### src/rtl/can_error_frame_tx_if.sv
// can_error_frame_tx_if
//   Handshake and bus signals between the error-monitor aggregation logic
//   (master) and the CAN error/overload frame transmitter (slave).
//   Define CAN_OVERLOAD_FRAME_EN to add the i_overload_req request line.
//
//   i_error_req      request to send an error frame (one cycle)
//   i_error_passive  1 = recessive error flag, latched at acceptance
//   i_overload_req   request to send an overload frame (CAN_OVERLOAD_FRAME_EN only)
//   i_Rx_Data        sampled bus level, 0 = dominant
//   o_Tx_Data        TX bit, 0 = dominant, idles at 1
//   o_busy           frame in progress
//   o_done           one-cycle pulse after the intermission
//   o_bus_stuck      sticky dominant-wait overflow flag
//   o_frame_field    6-bit frame-field code of the field being driven
interface can_error_frame_tx_if;
    logic       i_error_req;
    logic       i_error_passive;
`ifdef CAN_OVERLOAD_FRAME_EN
    logic       i_overload_req;
`endif
    logic       i_Rx_Data;
    logic       o_Tx_Data;
    logic       o_busy;
    logic       o_done;
    logic       o_bus_stuck;
    logic [5:0] o_frame_field;

    modport master (
`ifdef CAN_OVERLOAD_FRAME_EN
        output i_overload_req,
`endif
        output i_error_req, i_error_passive, i_Rx_Data,
        input  o_Tx_Data, o_busy, o_done, o_bus_stuck, o_frame_field
    );

    modport slave (
`ifdef CAN_OVERLOAD_FRAME_EN
        input  i_overload_req,
`endif
        input  i_error_req, i_error_passive, i_Rx_Data,
        output o_Tx_Data, o_busy, o_done, o_bus_stuck, o_frame_field
    );
endinterface

### src/rtl/can_error_frame_tx.sv
// can_error_frame_tx
//   Serializes a CAN error frame (error flag, delimiter with superposition
//   wait, intermission) onto the TX line when an error is requested.
//   Bits are CLKS_PER_BIT clocks long; the bus is sampled mid-bit.
//   Define CAN_OVERLOAD_FRAME_EN to also accept overload-frame requests
//   (dominant flag, field code 31); an error request wins a tie.
//
//   i_Clock  system clock
//   i_Reset  asynchronous active-high reset
//   bus      can_error_frame_tx_if.slave: requests, bus sample, TX bit,
//            busy/done/stuck status and frame-field code
module can_error_frame_tx #(
    parameter int CLKS_PER_BIT = 10,
    parameter int FLAG_BITS    = 6,
    parameter int DELIM_BITS   = 8,
    parameter int IFS_BITS     = 3,
    parameter int MAX_DOM_WAIT = 14
) (
    input  logic                  i_Clock,
    input  logic                  i_Reset,
    can_error_frame_tx_if.slave   bus
);

    localparam int CW   = (CLKS_PER_BIT > 1) ? $clog2(CLKS_PER_BIT) : 1;
    localparam int MAXB = (FLAG_BITS > DELIM_BITS) ?
                          ((FLAG_BITS > IFS_BITS) ? FLAG_BITS : IFS_BITS) :
                          ((DELIM_BITS > IFS_BITS) ? DELIM_BITS : IFS_BITS);
    localparam int BW   = $clog2(MAXB + 1);
    localparam int DW   = $clog2(MAX_DOM_WAIT + 1);

    localparam logic [5:0] FF_IDLE  = 6'd0;
    localparam logic [5:0] FF_FLAG  = 6'd27;
    localparam logic [5:0] FF_DWAIT = 6'd28;
    localparam logic [5:0] FF_DELIM = 6'd29;
    localparam logic [5:0] FF_IFS   = 6'd30;
`ifdef CAN_OVERLOAD_FRAME_EN
    localparam logic [5:0] FF_OFLAG = 6'd31;
`endif

    typedef enum logic [2:0] {
        S_IDLE,
        S_FLAG,
        S_DWAIT,
        S_DELIM,
        S_IFS
    } state_t;

    state_t        state;
    logic [CW-1:0] clk_cnt;
    logic [BW-1:0] bit_cnt;
    logic [DW-1:0] dom_cnt;
    logic          rx_mid;
    logic          tx_q;
    logic          busy_q;
    logic          done_q;
    logic          stuck_q;
    logic [5:0]    field_q;
    logic          bit_end;

    assign bit_end = (clk_cnt == CW'(CLKS_PER_BIT - 1));

    assign bus.o_Tx_Data     = tx_q;
    assign bus.o_busy        = busy_q;
    assign bus.o_done        = done_q;
    assign bus.o_bus_stuck   = stuck_q;
    assign bus.o_frame_field = field_q;

    always_ff @(posedge i_Clock or posedge i_Reset) begin
        if (i_Reset) begin
            state   <= S_IDLE;
            clk_cnt <= '0;
            bit_cnt <= '0;
            dom_cnt <= '0;
            rx_mid  <= 1'b1;
            tx_q    <= 1'b1;
            busy_q  <= 1'b0;
            done_q  <= 1'b0;
            stuck_q <= 1'b0;
            field_q <= FF_IDLE;
        end else begin
            done_q <= 1'b0;

            if (clk_cnt == CW'(CLKS_PER_BIT / 2))
                rx_mid <= bus.i_Rx_Data;

            if (state != S_IDLE)
                clk_cnt <= bit_end ? '0 : clk_cnt + 1'b1;

            case (state)
                S_IDLE: begin
                    clk_cnt <= '0;
                    bit_cnt <= '0;
                    dom_cnt <= '0;
                    // done_q gating keeps a request that overlaps the done
                    // pulse from restarting the block.
                    if (!done_q && bus.i_error_req) begin
                        state   <= S_FLAG;
                        busy_q  <= 1'b1;
                        stuck_q <= 1'b0;
                        tx_q    <= bus.i_error_passive;
                        field_q <= FF_FLAG;
                    end
`ifdef CAN_OVERLOAD_FRAME_EN
                    else if (!done_q && bus.i_overload_req) begin
                        state   <= S_FLAG;
                        busy_q  <= 1'b1;
                        stuck_q <= 1'b0;
                        tx_q    <= 1'b0;
                        field_q <= FF_OFLAG;
                    end
`endif
                end

                // Flag level and code were fixed at acceptance; only timing here.
                S_FLAG: begin
                    if (bit_end) begin
                        if (bit_cnt == BW'(FLAG_BITS - 1)) begin
                            state   <= S_DWAIT;
                            bit_cnt <= '0;
                            dom_cnt <= '0;
                            tx_q    <= 1'b1;
                            field_q <= FF_DWAIT;
                        end else begin
                            bit_cnt <= bit_cnt + 1'b1;
                        end
                    end
                end

                // A recessive mid-bit sample makes this bit delimiter bit 1.
                S_DWAIT: begin
                    if (bit_end) begin
                        if (rx_mid) begin
                            bit_cnt <= '0;
                            if (DELIM_BITS > 1) begin
                                state   <= S_DELIM;
                                field_q <= FF_DELIM;
                            end else begin
                                state   <= S_IFS;
                                field_q <= FF_IFS;
                            end
                        end else if (dom_cnt == DW'(MAX_DOM_WAIT - 1)) begin
                            stuck_q <= 1'b1;
                            dom_cnt <= '0;
                        end else begin
                            dom_cnt <= dom_cnt + 1'b1;
                        end
                    end
                end

                S_DELIM: begin
                    if (bit_end) begin
                        if (bit_cnt == BW'(DELIM_BITS - 2)) begin
                            state   <= S_IFS;
                            bit_cnt <= '0;
                            field_q <= FF_IFS;
                        end else begin
                            bit_cnt <= bit_cnt + 1'b1;
                        end
                    end
                end

                S_IFS: begin
                    if (bit_end) begin
                        if (bit_cnt == BW'(IFS_BITS - 1)) begin
                            state   <= S_IDLE;
                            bit_cnt <= '0;
                            busy_q  <= 1'b0;
                            done_q  <= 1'b1;
                            field_q <= FF_IDLE;
                        end else begin
                            bit_cnt <= bit_cnt + 1'b1;
                        end
                    end
                end

                default: begin
                    state   <= S_IDLE;
                    tx_q    <= 1'b1;
                    busy_q  <= 1'b0;
                    field_q <= FF_IDLE;
                end
            endcase
        end
    end

endmodule

### src/flat_wrapper.sv
// flat-port wrapper written by rule: the top's interface ports become plain ports
module can_error_frame_tx_flat 
#(
    parameter int CLKS_PER_BIT = 10,
    parameter int FLAG_BITS    = 6,
    parameter int DELIM_BITS   = 8,
    parameter int IFS_BITS     = 3,
    parameter int MAX_DOM_WAIT = 14
)
  (i_Clock, i_Reset, bus_i_error_req, bus_i_error_passive, bus_i_Rx_Data, bus_o_Tx_Data, bus_o_busy, bus_o_done, bus_o_bus_stuck, bus_o_frame_field);
  can_error_frame_tx_if bus_i ();
  input  logic i_Clock;
  input  logic i_Reset;
  input wire logic [$bits(bus_i.i_error_req)-1:0] bus_i_error_req;
  input wire logic [$bits(bus_i.i_error_passive)-1:0] bus_i_error_passive;
  input wire logic [$bits(bus_i.i_Rx_Data)-1:0] bus_i_Rx_Data;
  output wire logic [$bits(bus_i.o_Tx_Data)-1:0] bus_o_Tx_Data;
  output wire logic [$bits(bus_i.o_busy)-1:0] bus_o_busy;
  output wire logic [$bits(bus_i.o_done)-1:0] bus_o_done;
  output wire logic [$bits(bus_i.o_bus_stuck)-1:0] bus_o_bus_stuck;
  output wire logic [$bits(bus_i.o_frame_field)-1:0] bus_o_frame_field;
  assign bus_i.i_error_req = bus_i_error_req;
  assign bus_i.i_error_passive = bus_i_error_passive;
  assign bus_i.i_Rx_Data = bus_i_Rx_Data;
  assign bus_o_Tx_Data = bus_i.o_Tx_Data;
  assign bus_o_busy = bus_i.o_busy;
  assign bus_o_done = bus_i.o_done;
  assign bus_o_bus_stuck = bus_i.o_bus_stuck;
  assign bus_o_frame_field = bus_i.o_frame_field;
  can_error_frame_tx #(.CLKS_PER_BIT(CLKS_PER_BIT), .FLAG_BITS(FLAG_BITS), .DELIM_BITS(DELIM_BITS), .IFS_BITS(IFS_BITS), .MAX_DOM_WAIT(MAX_DOM_WAIT)) u_core (.i_Clock(i_Clock), .i_Reset(i_Reset), .bus(bus_i));
endmodule
### config.mk
export PLATFORM = sky130hd
export DESIGN_NAME = can_error_frame_tx_flat
export DESIGN_NICKNAME = d
export VERILOG_FILES = /design/src/rtl/can_error_frame_tx_if.sv /design/src/rtl/can_error_frame_tx.sv /design/src/flat_wrapper.sv
export SDC_FILE = /design/constraint.sdc
export NUM_CORES = 1
export LEC_CHECK = 0
export BUFFER_PORTS_ARGS = -buffer_cell sky130_fd_sc_hd__buf_4
export CAP_MARGIN = 20
export CELL_PAD_IN_SITES_DETAIL_PLACEMENT = 0
export CELL_PAD_IN_SITES_GLOBAL_PLACEMENT = 2
export CORE_MARGIN = 5
export CORE_UTILIZATION = 27
export CTS_CLUSTER_SIZE = 25
export DETAILED_ROUTE_END_ITERATION = 16
export PLACE_DENSITY = 0.58
export SYNTH_ARGS = -nofsm -noshare
export SYNTH_HDL_FRONTEND = slang
export SYNTH_SLANG_ARGS = --single-unit
### constraint.sdc
create_clock -name i_Clock -period 4.4 [get_ports i_Clock]
set_clock_uncertainty 0.2 [all_clocks]
set_input_delay 1.32 -clock i_Clock [delete_from_list [all_inputs] [get_ports i_Clock]]
set_output_delay 1.32 -clock i_Clock [all_outputs]
set_load 0.03 [all_outputs]
# Yosys cells after proc, flatten, opt, wreduce, memory -nomap -nowiden

Index checks and enable logic that the tools add are counted.

Input bits: 5
Output and inout port bits: 10
Bits in registers: 26
Word-level logic and storage cells: 106

Reduce and logical (&&, ||, !) cells: 16
Add/subtract/negate cells: 3
Muxes and demuxes: 54
Equality and inequality tests: 21
Bitwise gates (word level): 2

Operator list:

| operator                                                         | count |
|---|---|
| 4-bit 2-to-1 mux                                                 | 16 |
| 6-bit 2-to-1 mux                                                 | 9 |
| 6-bit one-hot mux with 5 select lines                            | 1 |
| 3-bit 2-to-1 mux                                                 | 9 |
| 2-bit by 1-bit != test with 1-bit output (second input constant) | 10 |
| 4-bit one-hot mux with 5 select lines                            | 1 |
| 3-bit one-hot mux with 5 select lines                            | 1 |
| 1-bit 2-to-1 mux                                                 | 13 |
| 4-bit by 1-bit adder with 4-bit output (second input constant)   | 3 |
| 4-bit by 3-bit == test with 1-bit output (second input constant) | 3 |
| 4-bit one-hot mux with 3 select lines                            | 1 |
| 5-bit AND reduction                                              | 2 |
| 9-bit AND reduction                                              | 1 |
| 4-bit == test (second input constant)                            | 2 |
| 4-bit AND reduction                                              | 2 |
| 3-bit by 2-bit == test with 1-bit output (second input constant) | 2 |
| 1-bit one-hot mux with 3 select lines                            | 2 |
| 6-bit AND reduction                                              | 1 |
| 3-bit nonzero test                                               | 2 |
| 3-bit OR reduction                                               | 2 |
| 5-bit nonzero test                                               | 1 |
| 4-bit by 2-bit == test with 1-bit output (second input constant) | 1 |
| 2-bit nonzero test                                               | 2 |
| 3-bit by 1-bit == test with 1-bit output (second input constant) | 1 |
| other kinds (7)                                                  | 8 |

# Logic depth before layout (Yosys ltp)

Gate-level depths: netlist (run 1).

Depth in word-level cells: 5
Gate-level depth with buffers: 7

# Worst setup path before layout (run 1)

No wires, ideal clock.

Path type: input -> register
Start: in bus_i_error_req
End: reg u_core.field_q[2] (netlist: u_core.bus.o_frame_field[2])
Stages: 4
Setup time: 0.121 ns
Data required time: 4.079 ns
Buffers on the path: 0
Data arrival time: 2.240 ns
Path slack: 1.839 ns
Path through: nor4b_2 > a21oi_1 > a2111o_1 > a22o_1

Cells in the longest elaborated chain, start to end: 3

Ends and longest elaborated chain:

| element                                                   | RTL line                  | RTL |
|---|---|---|
| start: declaration                                        | flat_wrapper.sv:14        | `input wire logic [$bits(bus_i.i_error_req)-1:0] bus_i_error_req;` |
| 1-bit logical AND                                         | can_error_frame_tx.sv:96  | `if (!done_q && bus.i_error_req) begin` |
| 2-bit by 1-bit != test with 1-bit output (no source line) | n/a                       |  |
| 9-bit AND reduction (no source line)                      | n/a                       |  |
| end signal: assignment                                    | can_error_frame_tx.sv:101 | `field_q <= FF_FLAG;` |
| end signal: assignment                                    | can_error_frame_tx.sv:122 | `field_q <= FF_DWAIT;` |
| end signal: assignment                                    | can_error_frame_tx.sv:136 | `field_q <= FF_DELIM;` |
| end: declaration                                          | can_error_frame_tx.sv:57  | `logic [5:0] field_q;` |

Every way passes these cells.
A chain may end at the register's enable or synchronous reset.

==> tab_implementation.tex, run 1 <==
\begin{tabular}{lr}
\hline
Metric & Value \\
\hline
\multicolumn{2}{l}{\textbf{Run status}} \\
Result of the run & finished, final reports clean \\
\multicolumn{2}{l}{\textbf{Logic synthesis}} \\
Count of state elements after synthesis & 23 \\
Synth top area share & 0.354 \\
Most used DFF post-synth & dfrtp\_1 \\
Count of warnings emitted by yosys & 0 \\
Avg Inst Size Synth & 9.83 um\^{}2 \\
Synthesized net count & 163 \\
Post-synth EDFFs & 0 \\
Post-Syn Area & 1480 um\^{}2 \\
Dominant cell type by area after synthesis & dfrtp\_1 \\
Distinct cell type count after synthesis & 56 \\
Cells taking the most area after synthesis & dfrtp\_1 35\%, ha\_1 5.9\%, nand3\_1 3.7\%, dfstp\_2 3.5\%, nor2\_1 3.5\% \\
Number of standard cells after synthesis & 151 \\
Sequential element share of the synthesized area & 0.390 \\
Share of synthesized flip-flops with an asynchronous set or reset & 1.00 \\
\multicolumn{2}{l}{\textbf{Routing}} \\
Number of iterations in the first detailed-routing pass & 4 \\
Total number of vias & 1,154 \\
Number of remaining DRC errors & 0 \\
Starting DRT DRC Count & 80 \\
Post-detailed-route via-to-cell ratio & 5.02 \\
WL final & around 3.5 mm \\
Antenna Nets Post-Route & 0 \\
Detail-routed net length per standard cell & 15.3 um \\
\multicolumn{2}{l}{\textbf{STA}} \\
Maximum clock frequency & 361 MHz \\
Total setup violations reported at the end of the flow & 0 \\
Worst path setup slack after routing & 1630 ps \\
Final count of pins violating max slew & 0 \\
Summed negative setup slack over all endpoints & 0 ps \\
Shortest period the worst path allows & between 2000 and 3000 ps \\
Final worst hold slack & 293 ps \\
Portion of the clock cycle consumed by the worst path in the final layout & 0.630 \\
Tightest slew margin relative to the limit & 0.388 \\
Transition at the pin with the smallest max-transition slack & 916 ps \\
Endpoints failing hold & 0 \\
Setup repair after global routing missed its margin & no \\
\multicolumn{2}{l}{\textbf{CTS}} \\
Setup Fix Bufs, Post-CTS & 0 \\
CTS tree & built \\
Clk sink count & 23 \\
CTS buffer count & 3 \\
H-tree depth & 1 \\
Maximum buffer depth of the clock tree & 2 \\
Clock root cell & clkbuf\_8 \\
Hold Buf Count CTS & 0 \\
Clock input transition at the sequential cells of the worst setup and hold paths & 80 ps \\
Number of gates resized after cts & 0 \\
Clock latency on the worst-skew pair & 260 ps \\
\multicolumn{2}{l}{\textbf{GRT}} \\
Congestion Overflow GR & 0 \\
Overall fraction of global-route tracks in use & 0.109 \\
First-pass GRT wire length & 6.20 mm \\
Vias in the first global route & 1,223 \\
Pin count of the biggest net entering global routing & 24 \\
Antenna violations before repair & 0 \\
\multicolumn{2}{l}{\textbf{Floorplanning}} \\
Height of the die & 84.1 um \\
Die outline area & 7080 um\^{}2 \\
Die outline width & 84.1 um \\
Initial standard-cell utilization of the core & 0.273 \\
Top-Level Pins & 15 \\
Total number of placement rows & 27 \\
Std-Cell Core Area & between 5000 and 6000 um\^{}2 \\
\multicolumn{2}{l}{\textbf{Placed design}} \\
Total half-perimeter wirelength after legalization and detailed placement & around 2.5 mm \\
Number of instances in the placed design & 226 \\
Number of buffer cells added on primary ports & 13 \\
Placed instance area & around 1600 um\^{}2 \\
Gp weighted congestion & roughly 0.84 \\
Setup slack after placement & 1630 ps \\
\multicolumn{2}{l}{\textbf{Finish}} \\
Final net count & 171 \\
Layout overhead on the synthesized area & 11.4\% \\
Total inserted antenna cells & 0 \\
Total non-filler cell area in the finished layout & around 1700 um\^{}2 \\
Final cell count without fillers & 230 \\
Share of layout cells above drive strength 1 & 0.203 \\
Filler cell count in the final layout & 583 \\
\multicolumn{2}{l}{\textbf{Critical path}} \\
Crit path launch type & flip-flop \\
Family with the most delay on the worst path & flip-flops \\
Kind of capture point of the worst setup path & output pin \\
Slowest Stage Delay on Critical Path & 720 ps \\
Crit-path max FO & 19 \\
Critical path class & flip-flop to output pin \\
Slowest cell on the critical path & dfrtp\_1 \\
Worst endpoint data arrival time & 1250 ps \\
Total buffers and inverters traversed by the critical path & 1 \\
Critical path, cell by cell & buf\_4 \\
Critical path required time & 2880 ps \\
\multicolumn{2}{l}{\textbf{Worst hold path}} \\
Hold Crit Class & flip-flop to flip-flop \\
\multicolumn{2}{l}{\textbf{Run}} \\
Maximum Capacitance Violations & 0 \\
\multicolumn{2}{l}{\textbf{Pwr}} \\
Static leakage & 0.702 nW \\
Power density relative to cell area & 521 nW/um\^{}2 \\
Worst supply voltage drop on vdd & 0.000160 V \\
\hline
\end{tabular}
per-layer routing:
layer | track usage | part of all wire | vias to the layer above
li1 | - | - | 564
met1 | 0.152 | 0.48 | 562
met2 | 0.168 | 0.47 | 24
met3 | 0.0196 | 0.034 | 4
met4 | 0.0424 | 0.013 | 0
met5 | 0 | 0 | -
cells in the final DEF (no fill, tap or decap), drive strengths merged, types with 2 or more instances in the layout:
| master | n |
|---|---|
| a21o | 2 |
| a21oi | 4 |
| a31oi | 2 |
| and3b | 3 |
| buf | 13 |
| clkbuf | 4 |
| dfrtp | 21 |
| dfstp | 2 |
| ha | 7 |
| inv | 12 |
| mux2 | 2 |
| nand2 | 3 |
| nand2b | 3 |
| nand3 | 11 |
| nand3b | 3 |
| nor2 | 14 |
| nor3 | 5 |
| nor4 | 3 |
| o21a | 2 |
| o21ai | 6 |
| o311ai | 2 |
| o32ai | 2 |
| or2 | 2 |
| or3b | 2 |
logic make-up (layout without fill, tap and decap cells):
kind of cell               count (synthesis)  after routing  synth area share
AOI/OAI and AO/OA                         36             36             0.211
xor gates and xnor gates                   2              2            0.0118
adders and majority gates                  7              7            0.0590
buffers and inverters                     23             30            0.0759
DFF                                       23             23             0.390
muxes                                      3              3            0.0219
other                                      1              1           0.00253
and+or+nand+nor                           56             56             0.228
layout make-up:
type | count | area (um^2) | share of cell area
clock buffer | 4 | 45.0 | 0.0273
sequential | 23 | 578 | 0.350
tap | 72 | 90.1 | 0.0545
multi-input combinational | 105 | 793 | 0.480
inverter | 13 | 48.8 | 0.0295
timing repair buffer | 13 | 97.6 | 0.0590
cells in the mapped netlist, types with 2 or more instances:
| cell | n |
|---|---|
| nand3b_1 | 3 |
| a31oi_1 | 2 |
| a21o_1 | 2 |
| a21oi_1 | 4 |
| nand3_1 | 11 |
| nor3_1 | 5 |
| or2_1 | 2 |
| buf_2 | 6 |
| inv_1 | 12 |
| o21ai_0 | 5 |
| mux2_2 | 2 |
| nor4_1 | 3 |
| nand2_1 | 3 |
| ha_1 | 7 |
| buf_4 | 3 |
| o311ai_2 | 2 |
| o21a_1 | 2 |
| and3b_1 | 3 |
| dfstp_2 | 2 |
| nor2_1 | 14 |
| dfrtp_1 | 21 |
| nand2b_1 | 3 |
worst reg2reg max path, delay by kind of cell, from the launching register on:
family	cells	cell delay [ps]
compound gates	3	900
flops	1	400
simple gates	1	400
fa+ha+maj	1	180
buf+inv	1	60
final timing paths:
check / start / to / slack [ps] / depth (start not counted)
min: u_core.clk_cnt[0]$_DFF_PP0_ / u_core.clk_cnt[0]$_DFF_PP0_ / 290 / 1
max reg2reg: u_core.clk_cnt[1]$_DFF_PP0_ / u_core.bus.o_frame_field[2]$_DFFE_PP0P_ / 2160 / 6
max: u_core.state[0]$_DFFE_PP0P_ / bus_o_frame_field[0] / 1630 / 1
min in group asynchronous: i_Reset / u_core.clk_cnt[0]$_DFF_PP0_ / 1050 / 2
max in group asynchronous: i_Reset / u_core.bus.o_frame_field[2]$_DFFE_PP0P_ / 2390 / 2
min reg2reg: u_core.clk_cnt[0]$_DFF_PP0_ / u_core.clk_cnt[0]$_DFF_PP0_ / 290 / 1
stage by stage:
step                power, mW   util
floorplan               0.641      -
global placement        0.729  0.296
detailed placement      0.735  0.296
CTS                     0.877  0.304
global route            0.942  0.304
finish                  0.862  0.304
registers in the layout, summed over array words and instances, names as in the netlist:
register                  cells
u_core.bit_cnt                4
u_core.bus.o_Tx_Data          1
u_core.bus.o_bus_stuck        1
u_core.bus.o_busy             1
u_core.bus.o_done             1
u_core.bus.o_frame_field      3
u_core.clk_cnt                4
u_core.dom_cnt                4
u_core.rx_mid                 1
u_core.state                  3
report_power, final:
group          switching, mW  leakage, nW  total, mW  internal (mW)
clock                 0.0696       0.0228      0.134         0.0647
sequential            0.0781        0.291      0.345          0.267
combinational          0.209        0.388      0.382          0.174
Power figures use the tool's default switching activity.
==> run 2, diff against run 1 <==
Settings changed: ABC_AREA set to 1, PLACE_DENSITY 0.58 to 0.63.
Clock period 4.4 ns to 2.7 ns, I/O delays scaled along.
==> tab_implementation.tex, run 2 <==
\begin{tabular}{lr}
\hline
Metric & Value \\
\hline
\multicolumn{2}{l}{\textbf{Logic synthesis}} \\
Share of synthesized flip-flops with an asynchronous set or reset & 1.00 (unchanged) \\
Sequential element share of the synthesized area & 0.391 (+0.00165) \\
Synthesized net count & 204 (+25\%) \\
Post-Syn Area & 1480 um\^{}2 (-0.42\%) \\
Synth top area share & 0.356 (+0.00150) \\
Adder-cell share of the synthesized area & 0.0593 (+0.000250) \\
Count of state elements after synthesis & 23 (unchanged) \\
Count of warnings emitted by yosys & 0 (unchanged) \\
Largest family of logic cells by synthesized area & simple AND/OR/NAND/NOR gates \\
Post-synth EDFFs & 0 (unchanged) \\
Number of standard cells after synthesis & 192 (+27\%) \\
Cells taking the most area after synthesis & dfrtp\_1 36\%, nand2\_1 14\%, nand3\_1 7.8\%, ha\_1 5.9\%, nor2\_1 3.8\% \\
Most used DFF post-synth & dfrtp\_1 \\
Simple-gate share of the synthesized area & 0.404 (+0.175) \\
Leading cell types by count after synthesis & 55 x nand2\_1, 23 x nand3\_1, 21 x dfrtp\_1 \\
Xor/xnor share of the synthesized area & 0.0237 (+0.0119) \\
Avg Inst Size Synth & 7.70 um\^{}2 (-22\%) \\
Dominant cell by count in the synthesized netlist & nand2\_1 \\
Distinct cell type count after synthesis & 29 (-48\%) \\
Post-synthesis compound-gate area fraction & 0.0525 (-0.158) \\
Mux contribution to synthesized area & 0 (-0.0219) \\
Dominant cell type by area after synthesis & dfrtp\_1 \\
\multicolumn{2}{l}{\textbf{CTS}} \\
Clock root cell & clkbuf\_8 \\
CTS tree & built \\
Clk sink count & 23 (unchanged) \\
Maximum buffer depth of the clock tree & 2 (unchanged) \\
Number of gates resized after cts & 0 (unchanged) \\
Hold Buf Count CTS & 0 (unchanged) \\
CTS buffer count & 3 (unchanged) \\
Setup Fix Bufs, Post-CTS & 0 (unchanged) \\
Clock input transition at the sequential cells of the worst setup and hold paths & 80 ps (about the same) \\
H-tree depth & 1 (unchanged) \\
Clock latency on the worst-skew pair & 270 ps (about the same) \\
\multicolumn{2}{l}{\textbf{Finish}} \\
Most frequent cells in the layout & 55 x nand2\_1, 23 x nand3\_1, 21 x dfrtp\_1, 15 x nor2\_1, 14 x buf\_4 \\
Most common library cell in the layout ignoring fill and taps & nand2\_1 \\
Final net count & 218 (+27\%) \\
Layout overhead on the synthesized area & 13.7\% \\
Share of layout cells above drive strength 1 & 0.210 (+0.00722) \\
Total inserted antenna cells & 0 (unchanged) \\
Biggest registers after layout & u\_core.bit\_cnt: 4 flops, u\_core.clk\_cnt: 4 flops, u\_core.dom\_cnt: 4 flops \\
\multicolumn{2}{l}{\textbf{Critical path}} \\
Family with the most delay on the worst path & flip-flops \\
Crit-path max FO & 8 (-11) \\
Total buffers and inverters traversed by the critical path & 1 (unchanged) \\
Slowest cell on the critical path & dfrtp\_1 \\
Kind of capture point of the worst setup path & output pin \\
Worst endpoint data arrival time & 1020 ps (-230 ps) \\
Crit path launch type & flip-flop \\
Critical path, cell by cell & buf\_4 \\
Slowest Stage Delay on Critical Path & 530 ps (-190 ps) \\
Critical path class & flip-flop to output pin \\
Critical path required time & 1690 ps (-1190 ps) \\
\multicolumn{2}{l}{\textbf{GRT}} \\
First-pass GRT wire length & 5.80 mm (-6.5\%) \\
Antenna violations before repair & 0 (unchanged) \\
Pin count of the biggest net entering global routing & 24 (unchanged) \\
Overall fraction of global-route tracks in use & 0.101 (-0.00825) \\
Congestion Overflow GR & 0 (unchanged) \\
Vias in the first global route & 1,228 (+0.41\%) \\
\multicolumn{2}{l}{\textbf{STA}} \\
Shortest period the worst path allows & 2030 ps \\
Worst path setup slack after routing & 675 ps (-954 ps) \\
Summed negative setup slack over all endpoints & 0 ps (unchanged) \\
Maximum clock frequency & $\sim$490 MHz \\
Endpoints failing hold & 0 (unchanged) \\
Total setup violations reported at the end of the flow & 0 (unchanged) \\
Portion of the clock cycle consumed by the worst path in the final layout & 0.750 \\
Final worst hold slack & 288 ps (-5.27 ps) \\
Final count of pins violating max slew & 0 (unchanged) \\
Setup repair after global routing missed its margin & no \\
\multicolumn{2}{l}{\textbf{Run}} \\
Maximum Capacitance Violations & 0 (unchanged) \\
\multicolumn{2}{l}{\textbf{Pwr}} \\
Worst supply voltage drop on vdd & 0.000306 V (+92\%) \\
Power density relative to cell area & 1120 nW/um\^{}2 (+120\%) \\
Static leakage & 0.865 nW (+23\%) \\
\multicolumn{2}{l}{\textbf{Floorplanning}} \\
Die outline width & 84.0 um (-0.18\%) \\
Initial standard-cell utilization of the core & 0.273 (+0.000548) \\
Height of the die & 84.0 um (-0.18\%) \\
Std-Cell Core Area & 5410 um\^{}2 (-0.62\%) \\
Die outline area & 7050 um\^{}2 (-0.37\%) \\
Top-Level Pins & 15 (unchanged) \\
Total number of placement rows & 27 (unchanged) \\
\multicolumn{2}{l}{\textbf{Routing}} \\
Antenna Nets Post-Route & 0 (unchanged) \\
Starting DRT DRC Count & 54 (-33\%) \\
Post-detailed-route via-to-cell ratio & 4.48 (-11\%) \\
Number of remaining DRC errors & 0 (unchanged) \\
Detail-routed net length per standard cell & 12.2 um (-21\%) \\
WL final & 3.37 mm (-4.4\%) \\
Number of iterations in the first detailed-routing pass & 4 (unchanged) \\
Total number of vias & 1,240 (+7.5\%) \\
\multicolumn{2}{l}{\textbf{Worst hold path}} \\
Hold Crit Class & flip-flop to flip-flop \\
\multicolumn{2}{l}{\textbf{Placed design}} \\
Number of buffer cells added on primary ports & 13 (unchanged) \\
Gp weighted congestion & 0.795 (-5.5\%) \\
Total half-perimeter wirelength after legalization and detailed placement & 2.63 mm (+4.6\%) \\
Setup slack after placement & 753 ps (-880 ps) \\
\multicolumn{2}{l}{\textbf{Run status}} \\
Result of the run & finished, final reports clean \\
\hline
\end{tabular}
==> run 2: changes by cell type after synthesis, moves of 4 or more <==
cell,previous run,this run
buf_2,6,1
nand2_1,3,55
nand2_2,0,5
nand3_1,11,23
nand4_1,0,7
nor2_2,0,4
nor3_1,5,1
==> run 2: worst min-delay path, cell delays in order, from the launching register on <==
cell and delay [ps]:
dfrtp_1 350, nand2_1 60, nand2_1 50
==> run 2: area by class of cell <==
class | count | area [um^2]
well taps | 72 | 90.1
clock buffers | 3 | 41.3
fillers | 595 | 3720
flip-flops and latches | 23 | 578
inverters | 16 | 60.1
multi-input cells | 148 | 801
clock inverters | 1 | 5.00
repair buffers | 14 | 105
==> run 2: power breakdown <==
part	total [mW]	internal [mW]	leakage (nW)	switching, mW
clock	0.216	0.103	0.0255	0.113
combinational	1.08	0.353	0.544	0.723
sequential	0.593	0.469	0.295	0.124
==> run 2: per-layer routing <==
layer	routed length [um]	part of all wire	GRT usage
met5	0	0	0
met3	62	0.018	0.0158
met4	40	0.012	0.0439
met1	1660	0.49	0.131
met2	1610	0.48	0.166
==> run 2: logic make-up after synthesis <==
logic type	Yosys count
AO/OA/AOI/OAI	14
other	1
XOR/XNOR	4
AND/OR/NAND/NOR	122
flip-flops	23
adder cells (fa/ha/maj)	7
buffers and inverters	21
==> run 2: metrics by stage <==
| stage | instance area (um^2) | instances | utilization | power, mW |
|---|---|---|---|---|
| final | 1680 | 277 | 0.311 | 1.89 |
| after CTS | 1680 | 277 | 0.311 | 1.93 |
| after global placement | 1630 | 273 | 0.302 | 1.69 |
| after global routing | 1680 | 277 | 0.311 | 2.08 |
| after floorplan | 1480 | 192 | - | 1.43 |
| after detailed placement | 1630 | 273 | 0.302 | 1.70 |
==> run 2: worst paths after layout <==
kind	startpoint	slack, ps	endpoint	depth (start not counted)
min in group asynchronous	i_Reset	380	u_core.bit_cnt[1]$_DFFE_PP0P_	3
worst max-delay path	u_core.state[0]$_DFFE_PP0P_	670	bus_o_frame_field[0]	1
worst max register to register	u_core.clk_cnt[1]$_DFF_PP0_	800	u_core.bus.o_frame_field[1]$_DFFE_PP0P_	9
max in group asynchronous	i_Reset	1630	u_core.rx_mid$_DFFE_PP1N_	3
worst min-delay path	u_core.bus.o_frame_field[2]$_DFFE_PP0P_	290	u_core.bus.o_frame_field[2]$_DFFE_PP0P_	2
worst min register to register	u_core.bus.o_frame_field[2]$_DFFE_PP0P_	290	u_core.bus.o_frame_field[2]$_DFFE_PP0P_	2
==> run 3, diff against run 2 <==
Settings changed: ABC_AREA 1 to 0, PLACE_DENSITY 0.63 to 0.6.
Clock period 2.7 ns to 1.7 ns, I/O delays scaled along.
==> tab_implementation.tex, run 3 (synthesized netlist as in run 1, its figures left out) <==
\begin{tabular}{lr}
\hline
Metric & Value \\
\hline
\multicolumn{2}{l}{\textbf{GRT}} \\
Overall fraction of global-route tracks in use & 0.116 (+0.0149) \\
Pin count of the biggest net entering global routing & 24 (unchanged) \\
First-pass GRT wire length & 6.60 mm (+14\%) \\
Congestion Overflow GR & 0 (unchanged) \\
Vias in the first global route & 1,386 (+13\%) \\
Antenna violations before repair & 0 (unchanged) \\
\multicolumn{2}{l}{\textbf{Pwr}} \\
Power density relative to cell area & 1350 nW/um\^{}2 (+20\%) \\
Worst supply voltage drop on vdd & 0.000578 V (+89\%) \\
Design internal power & 1.88 mW (+100\%) \\
Power share of the sequential group & 0.274 (-0.040) \\
P\_sw & 1.17 mW (+22\%) \\
Switching fraction of total power & 0.383 (-0.126) \\
Static leakage & 1.02 nW (+18\%) \\
Clock network fraction of design power & 0.119 (+0.004) \\
Share of power burned in combinational logic & 0.607 (+0.036) \\
\multicolumn{2}{l}{\textbf{Floorplanning}} \\
Top-Level Pins & 15 (unchanged) \\
Die outline area & 7080 um\^{}2 (+0.37\%) \\
Height of the die & 84.1 um (+0.18\%) \\
Total number of placement rows & 27 (unchanged) \\
Initial standard-cell utilization of the core & 0.273 (-0.000548) \\
Die outline width & 84.1 um (+0.18\%) \\
Std-Cell Core Area & 5440 um\^{}2 (+0.63\%) \\
\multicolumn{2}{l}{\textbf{Run status}} \\
Violated checks & setup timing \\
Result of the run & finished with violations \\
\multicolumn{2}{l}{\textbf{Finish}} \\
Biggest registers after layout & u\_core.bit\_cnt: 4 flops, u\_core.clk\_cnt: 4 flops, u\_core.dom\_cnt: 4 flops \\
Final net count & 228 (+4.6\%) \\
Layout overhead on the synthesized area & 53.0\% \\
Filler cell count in the final layout & 540 (-9.2\%) \\
Sequential standard cell area & 583 um\^{}2 (+0.87\%) \\
Most common library cell in the layout ignoring fill and taps & buf\_4 \\
Total non-filler cell area in the finished layout & 2270 um\^{}2 (+35\%) \\
Total inserted antenna cells & 0 (unchanged) \\
Share of layout cells above drive strength 1 & 0.544 (+0.334) \\
Most frequent cells in the layout & 61 x buf\_4, 17 x dfrtp\_1, 11 x nor2\_1, 11 x nand3\_1, 10 x inv\_1 \\
Area of combinational cells with multiple inputs & 950 um\^{}2 (+19\%) \\
\multicolumn{2}{l}{\textbf{Critical path}} \\
Worst endpoint data arrival time & 1930 ps (+910 ps) \\
Kind of capture point of the worst setup path & flip-flop \\
Family with the most delay on the worst path & simple AND/OR/NAND/NOR gates \\
Critical path, cell by cell & inv\_2 > ha\_4 > nand3b\_1 > or3\_4 > a21bo\_4 > o311ai\_2 \\
Total buffers and inverters traversed by the critical path & 1 (unchanged) \\
Crit-path max FO & 3 (-5) \\
Slowest cell on the critical path & or3\_4 \\
Critical path class & flip-flop to flip-flop \\
Crit path launch type & flip-flop \\
Slowest Stage Delay on Critical Path & 460 ps (-70 ps) \\
Critical path required time & 1680 ps (about the same) \\
\multicolumn{2}{l}{\textbf{Placed design}} \\
Setup slack after placement & -300 ps (-1050 ps) \\
Number of buffer cells added on primary ports & 13 (unchanged) \\
Placed instance area & 1990 um\^{}2 (+22\%) \\
Total half-perimeter wirelength after legalization and detailed placement & 2.95 mm (+12\%) \\
Gp weighted congestion & 0.846 (+6.4\%) \\
\multicolumn{2}{l}{\textbf{CTS}} \\
Clock input transition at the sequential cells of the worst setup and hold paths & 90 ps (about the same) \\
H-tree depth & 1 (unchanged) \\
CTS tree & built \\
CTS buffer count & 3 (unchanged) \\
Hold Buf Count CTS & 0 (unchanged) \\
Maximum buffer depth of the clock tree & 2 (unchanged) \\
Clock root cell & clkbuf\_8 \\
Clock latency on the worst-skew pair & 270 ps (about the same) \\
Clk sink count & 23 (unchanged) \\
\multicolumn{2}{l}{\textbf{STA}} \\
Shortest period the worst path allows & 1940 ps \\
Final worst hold slack & 82.2 ps (-205 ps) \\
Summed negative setup slack over all endpoints & -2170 ps (-2170 ps) \\
Endpoints failing hold & 0 (unchanged) \\
Final count of pins violating max slew & 0 (unchanged) \\
Total setup violations reported at the end of the flow & 15 (+15) \\
Maximum clock frequency & 514 MHz \\
Worst path setup slack after routing & -244 ps (-919 ps) \\
Setup repair after global routing missed its margin & yes \\
Portion of the clock cycle consumed by the worst path in the final layout & 1.14 \\
\multicolumn{2}{l}{\textbf{Routing}} \\
Top routing layer used & met4 \\
Post-detailed-route via-to-cell ratio & 4.82 (+7.6\%) \\
Total number of vias & 1,382 (+11\%) \\
Starting DRT DRC Count & 48 (-11\%) \\
Antenna Nets Post-Route & 0 (unchanged) \\
Number of remaining DRC errors & 0 (unchanged) \\
Met2 Wirelength & 1.95 mm (+21\%) \\
Number of iterations in the first detailed-routing pass & 4 (unchanged) \\
Routed length on met3 & 123 um (+98\%) \\
Detailed-route wire length on metal 1 & 2.01 mm (+21\%) \\
WL final & 4.14 mm (+23\%) \\
Detail-routed net length per standard cell & 14.4 um (+18\%) \\
\multicolumn{2}{l}{\textbf{Run}} \\
Maximum Capacitance Violations & 0 (unchanged) \\
\multicolumn{2}{l}{\textbf{Worst hold path}} \\
Hold Crit Class & input pin to asynchronous set/reset pin \\
\hline
\end{tabular}
==> run 3: routing by layer <==
layer,global-route usage,up-vias
li1,-,681
met1,0.155,673
met2,0.187,23
met3,0.0157,5
met4,0.0482,0
met5,0,-
==> run 3: layout make-up <==
class,instances,area share
Multi-Input combinational cell,105,0.418
Tap cell,72,0.0397
Timing Repair Buffer,70,0.244
Inverter,13,0.0215
Sequential cell,23,0.257
Clock buffer,4,0.0198
==> run 3: path summary, 6_finish.rpt <==
kind,from,end,slack [ps],cells past startpoint
max,u_core.clk_cnt[1]$_DFF_PP0_,u_core.bit_cnt[2]$_DFFE_PP0P_,-240,6
min,i_Reset,u_core.clk_cnt[1]$_DFF_PP0_,80,3
min in group i_Clock,bus_i_Rx_Data,u_core.rx_mid$_DFFE_PP1N_,280,2
max in group asynchronous,i_Reset,u_core.bus.o_Tx_Data$_DFFE_PP1P_,930,3
max reg2reg,u_core.clk_cnt[1]$_DFF_PP0_,u_core.bit_cnt[2]$_DFFE_PP0P_,-240,6
min reg2reg,u_core.bus.o_frame_field[2]$_DFFE_PP0P_,u_core.bus.o_frame_field[2]$_DFFE_PP0P_,310,1
==> run 3: stage by stage <==
stage | cells | total power, mW | util
finish | 287 | 3.05 | 0.417
CTS | 279 | 2.86 | 0.391
global placement | 272 | 2.34 | 0.366
detailed placement | 272 | 2.37 | 0.366
floorplan | 151 | 1.71 | -
global route | 287 | 3.26 | 0.417
==> run 3: power by group through the flow <==
| stage | clock network, mW | registers (mW) | logic [mW] |
|---|---|---|---|
| floorplan | 0 | 0.884 | 0.828 |
| global placement | 0 | 0.840 | 1.50 |
| detailed placement | 0 | 0.851 | 1.52 |
| CTS | 0.378 | 0.851 | 1.63 |
| global route | 0.389 | 0.853 | 2.02 |
| finish | 0.363 | 0.837 | 1.85 |
==> run 3: tightest hold or removal path: stages <==
cell   delay, ps
buf_4        110
inv_1         40
buf_4        310
==> run 3: what timing repair did <==
item | CTS | global route
setup buffers | 3 | 10
gates resized for setup | 20 | 22
gates cloned | 0 | 0
pin swaps | 2 | 9
setup endpoints to repair | 18 | 22
